--- config.mk ---
export PLATFORM = sky130hd
export DESIGN_NAME = seg_scanner
export DESIGN_NICKNAME = d
export VERILOG_FILES = /design/src/rtl/seg_scanner_pkg.sv /design/src/rtl/seg_decoder.sv /design/src/rtl/seg_scanner.sv
export SDC_FILE = /design/constraint.sdc
export NUM_CORES = 1
export LEC_CHECK = 0
export CORE_MARGIN = 4
export CORE_UTILIZATION = 62
export DETAILED_ROUTE_END_ITERATION = 12
export MAX_ROUTING_LAYER = met4
export PLACE_DENSITY = 0.94
export SLEW_MARGIN = 5
export SYNTH_ARGS = -nofsm -noshare
export SYNTH_HDL_FRONTEND = slang
export SYNTH_HIERARCHICAL = 1
export SYNTH_SLANG_ARGS = --single-unit
--- constraint.sdc ---
create_clock -name clk -period 14.8 [get_ports clk]
set_clock_uncertainty 0.05 [all_clocks]
set_input_delay 1.48 -clock clk [delete_from_list [all_inputs] [get_ports clk]]
set_output_delay 1.48 -clock clk [all_outputs]
set_load 0.05 [all_outputs]
--- src/rtl/seg_scanner_pkg.sv ---
// Shared constants for the seven-segment scanner: hex glyph table,
// blank pattern, digit count and the glyph lookup helper.
package seg_scanner_pkg;

   localparam int NUM_DIGITS = 8;

   localparam logic [7:0] SEG_BLANK = 8'hFF;

   // gfedcba, active-high, entry n is the glyph for hex digit n
   localparam logic [15:0][6:0] HEX7_TABLE = {
      7'h71, 7'h79, 7'h5E, 7'h39,
      7'h7C, 7'h77, 7'h6F, 7'h7F,
      7'h07, 7'h7D, 7'h6D, 7'h66,
      7'h4F, 7'h5B, 7'h06, 7'h3F
   };

   function automatic logic [6:0] hex7(input logic [3:0] n);
      return HEX7_TABLE[n];
   endfunction

endpackage

--- src/rtl/seg_decoder.sv ---
// Combinational nibble + dot to active-low {dp,g,f,e,d,c,b,a}.
// Ports: nibble (hex value), dot (1 = lit), pattern (active-low).
module seg_decoder
   import seg_scanner_pkg::*;
(
   input  logic [3:0] nibble,
   input  logic       dot,
   output logic [7:0] pattern
);

   assign pattern = ~{dot, hex7(nibble)};

endmodule

--- src/rtl/seg_scanner.sv ---
// Multiplexed 8-digit seven-segment driver with tear-free frame loads.
// Ports: clk, rst (async high); digits/dot/enable/blink captured on load;
// seg_en/seg_out active-low registered outputs; updated pulses on apply.
module seg_scanner
   import seg_scanner_pkg::*;
#(
   parameter int SCAN_DIV  = 100000,
   parameter int BLINK_DIV = 25000000
) (
   input  logic        clk,
   input  logic        rst,
   input  logic [31:0] digits,
   input  logic [7:0]  dot,
   input  logic [7:0]  enable,
   input  logic [7:0]  blink,
   input  logic        load,
   output logic [7:0]  seg_en,
   output logic [7:0]  seg_out,
   output logic        updated
);

   localparam int SCAN_W  = (SCAN_DIV > 1) ? $clog2(SCAN_DIV) : 1;
   localparam int BLINK_W = (BLINK_DIV > 1) ? $clog2(BLINK_DIV) : 1;
   localparam logic [SCAN_W-1:0]  SCAN_LAST  = SCAN_W'(SCAN_DIV - 1);
   localparam logic [BLINK_W-1:0] BLINK_LAST = BLINK_W'(BLINK_DIV - 1);
   localparam logic [2:0]         IDX_LAST   = 3'(NUM_DIGITS - 1);

   logic [SCAN_W-1:0]  scan_cnt;
   logic [2:0]         idx;
   logic [BLINK_W-1:0] blink_cnt;
   logic               phase;

   logic [31:0] sh_digits, act_digits;
   logic [7:0]  sh_dot, act_dot;
   logic [7:0]  sh_en, act_en;
   logic [7:0]  sh_blink, act_blink;
   logic        pending;
   logic        xfer_q;

   logic       scan_tc;
   logic       blink_tc;
   logic       frame_end;
   logic       visible;
   logic [3:0] cur_nibble;
   logic [7:0] cur_pattern;

   assign scan_tc    = (scan_cnt == SCAN_LAST);
   assign blink_tc   = (blink_cnt == BLINK_LAST);
   assign frame_end  = scan_tc && (idx == IDX_LAST);
   assign cur_nibble = act_digits[{idx, 2'b00} +: 4];
   assign visible    = act_en[idx] & (~act_blink[idx] | phase);

   seg_decoder u_dec (
      .nibble  (cur_nibble),
      .dot     (act_dot[idx]),
      .pattern (cur_pattern)
   );

   always_ff @(posedge clk or posedge rst) begin
      if (rst) begin
         scan_cnt <= '0;
         idx      <= '0;
      end else if (scan_tc) begin
         scan_cnt <= '0;
         idx      <= idx + 3'd1;
      end else begin
         scan_cnt <= scan_cnt + SCAN_W'(1);
      end
   end

   always_ff @(posedge clk or posedge rst) begin
      if (rst) begin
         blink_cnt <= '0;
         phase     <= 1'b1;
      end else if (blink_tc) begin
         blink_cnt <= '0;
         phase     <= ~phase;
      end else begin
         blink_cnt <= blink_cnt + BLINK_W'(1);
      end
   end

   always_ff @(posedge clk or posedge rst) begin
      if (rst) begin
         sh_digits <= '0;
         sh_dot    <= '0;
         sh_en     <= '0;
         sh_blink  <= '0;
      end else if (load) begin
         sh_digits <= digits;
         sh_dot    <= dot;
         sh_en     <= enable;
         sh_blink  <= blink;
      end
   end

   // A load on the frame-end edge wins over the clear, so the freshly
   // captured values wait for the following frame.
   always_ff @(posedge clk or posedge rst) begin
      if (rst)
         pending <= 1'b0;
      else if (load)
         pending <= 1'b1;
      else if (frame_end)
         pending <= 1'b0;
   end

   always_ff @(posedge clk or posedge rst) begin
      if (rst) begin
         act_digits <= '0;
         act_dot    <= '0;
         act_en     <= '0;
         act_blink  <= '0;
      end else if (frame_end && pending) begin
         act_digits <= sh_digits;
         act_dot    <= sh_dot;
         act_en     <= sh_en;
         act_blink  <= sh_blink;
      end
   end

   // Delayed by one so the pulse lines up with digit 0 of the new frame
   // reaching the registered outputs.
   always_ff @(posedge clk or posedge rst) begin
      if (rst) begin
         xfer_q  <= 1'b0;
         updated <= 1'b0;
      end else begin
         xfer_q  <= frame_end & pending;
         updated <= xfer_q;
      end
   end

   always_ff @(posedge clk or posedge rst) begin
      if (rst) begin
         seg_en  <= SEG_BLANK;
         seg_out <= SEG_BLANK;
      end else if (visible) begin
         seg_en  <= ~(8'd1 << idx);
         seg_out <= cur_pattern;
      end else begin
         seg_en  <= SEG_BLANK;
         seg_out <= SEG_BLANK;
      end
   end

endmodule

==> reports/summary.txt <==
Filler cells = 717
DRC = 0
Fmax = 298 MHz
Routability cong. = 0.828
Die ar. = 14600 um2
Syn_area_per_cell = 13.6 um2
Hold Crit Class = reg -> reg
Post-cts resize count = 0
Peak VDD IR = 0.0000913 V
Setup CP Type = reg -> reg
Root buf cell = clkbuf_16
Measured slew at the worst slew-check pin = 1080 ps
Die Ht = 121 um
First-pass GRT wire length = 26900 um
Design Area, Final = 9300 um2
Slew Viols, Final = 0
Async SR Flop Fraction = 100%
Total CTS buffers = 17
Pwr per Cell Area = 108 nW/um2
R2R depth = 5
Area grow syn2layout = 18.0%
Initial antenna violation count = 0
Startpoint types = flop
Hold Fails Final Rpt = 0
CP max FO = 45
Dpl cell area = 8720 um2
DR WL/cell = 19.2 um
Period utilisation layout = 22.7%
1st-iter DRT viols = 391
Vias in the first global route = 5281
Total wire length = 16100 um
Vias = 4919
Cell Rows = 40
Crit end category = flop
GRT overflow = 0
Cells after Synth = 581
Via density = 5.88
RSZ-0062 raised after global routing = no
Postcts setup bufs = 0
Final ANT Viol Nets = 0
Warnings from Yosys = 6
Clock Sink Count = 177
Multi-input combinational cell area = 3220 um2
Clk buf depth = 2
Core ar. = 12200 um2
Top_reg_cell synth = dfrtp_1
Seq/Total Area, Yosys = 56.5%
Seq. cell area = 4450 um2
Total of max-cap violations = 0
Clk_lat worst skew = 440 ps
Yosys reg bits = 177
Commonest non-fill, non-tap cells in the layout = dfrtp_1 (160), mux2_2 (84), clkdlybuf4s50_1 (74)
Setup TNS = 0 ps
Relative slew slack = 28.2%
DP HPWL = 10300 um
Worst endpoint required time = 15070 ps
TritonCTS clock tree = yes
Commonest non-fill, non-tap cell in the layout = dfrtp_1
Post-layout min period = 3360 ps
Slowest library cell on the worst path = nor4_4
Worst hold path cell count = 0
IO Pins = 76
Data arrival, critical path = 3620 ps
Initial core utilization = 64.5%
Syn nets = 654
Share of layout cells above drive strength 1 = 25.9%
Post-synth EDFFs = 0
Nets@finish = 728
Final setup fails = 0
Critical path's largest stage delay = 710 ps
Crit path cell chain = or4_4 > nor4_4 > and3_2 > buf_4 > mux2_2
CTS clk-pin slew, worst paths = 70 ps
Cell leakage power = 0.00407 uW
Post-Syn Area = 7880 um2
Tot GR Track Use = 24.4%
Largest net degree at the start of global routing = 126
Hold_buf cts = 0
Die X = 121 um
Port buffer count = 75
CTS H-tree lvls = 4
First-pass iteration count of the detailed router = 4
Status = complete, no violations
Antenna diode count = 0
Unique masters post-synth = 57
==> Yosys cell counts, drive strengths merged (6+ instances only) <==
cell type | n | area, um2
nand4 | 16 | 106
dfrtp | 160 | 4000
mux2 | 113 | 1270
xnor2 | 20 | 175
nand3 | 21 | 105
inv | 12 | 45.0
a21oi | 6 | 30.0
nor2 | 31 | 116
nand2b | 6 | 37.5
dfstp | 17 | 447
nor4 | 7 | 58.8
nand2 | 30 | 113
mux4 | 16 | 360
nor2b | 6 | 37.5
mux2i | 8 | 80.1
ha | 14 | 175
xor2 | 12 | 105
clkbuf | 14 | 53.8
buf | 11 | 113
or2 | 10 | 62.6
==> through the flow <==
stage	hold WS [ps]	setup slack, ps	power [uW]	cells	util (%)
floorplan	281	8500	538	581	-
global placement	298	11330	561	804	71.4
detailed placement	299	11250	564	804	71.4
CTS	316	11430	1000	836	76.1
global route	328	11270	1030	836	76.1
finish	314	11440	1000	836	76.1
==> kinds of logic (layout without fill, tap and decap cells) <==
| family | Yosys count | in the layout | share of synthesized area (%) |
|---|---|---|---|
| multiplexers | 137 | 137 | 21.7 |
| buffers and inverters | 38 | 125 | 2.73 |
| adder cells (fa/ha/maj) | 14 | 14 | 2.22 |
| flip-flops | 177 | 177 | 56.5 |
| AND/OR/NAND/NOR | 155 | 155 | 10.8 |
| AO/OA/AOI/OAI | 28 | 28 | 2.46 |
| XOR/XNOR | 32 | 32 | 3.56 |
==> state kept, by name (all words and copies together) (netlist names) <==
register    count
act_blink       8
act_digits     32
act_dot         8
act_en          8
blink_cnt      25
idx             3
pending         1
phase           1
scan_cnt       17
seg_en          8
seg_out         8
sh_blink        8
sh_digits      32
sh_dot          8
sh_en           8
updated         1
xfer_q          1
==> path summary, 6_finish.rpt <==
kind,from,to,slack (ps)
hold / removal,xfer_q$_DFF_PP0_,updated$_DFF_PP0_,310
min in group asynchronous,rst,sh_digits[31]$_DFFE_PP0P_,1630
hold reg to reg,xfer_q$_DFF_PP0_,updated$_DFF_PP0_,310
max in group asynchronous,rst,scan_cnt[5]$_DFF_PP0_,11790
setup / recovery,scan_cnt[11]$_DFF_PP0_,act_digits[25]$_DFFE_PP0P_,11440
setup reg to reg,scan_cnt[11]$_DFF_PP0_,act_digits[25]$_DFFE_PP0P_,11440
==> final cells by class <==
class                      instances  share of cell area [%]
sequential                       177                    47.9
multi-input combinational        366                    34.6
timing repair buffer              80                    8.42
clock buffer                      17                    4.57
tap                              168                    2.26
clock inverter                    15                    1.70
inverter                          13                   0.579
==> worst max-delay path, delay by kind of cell (launching register included) <==
family / cells / cell delay, ps
buffers and inverters: 1 / 550
DFF: 1 / 430
muxes: 1 / 410
and+or+nand+nor: 3 / 1770
==> routing by layer <==
metal	GRT usage [%]	part of all wire (%)	up-vias
li1	-	-	2219
met2	42.1	54	146
met4	5.88	0.99	0
met3	5.61	4.3	19
met1	29.3	41	2535
met5	-	0	-
==> power breakdown <==
group / total (uW) / internal (uW) / switching [uW]
Clock: 445 / 250 / 195
Sequential: 509 / 499 / 10.0
Combinational: 46.1 / 27.2 / 18.9
Total: 1000 / 777 / 224
Power figures use the tool's default switching activity.
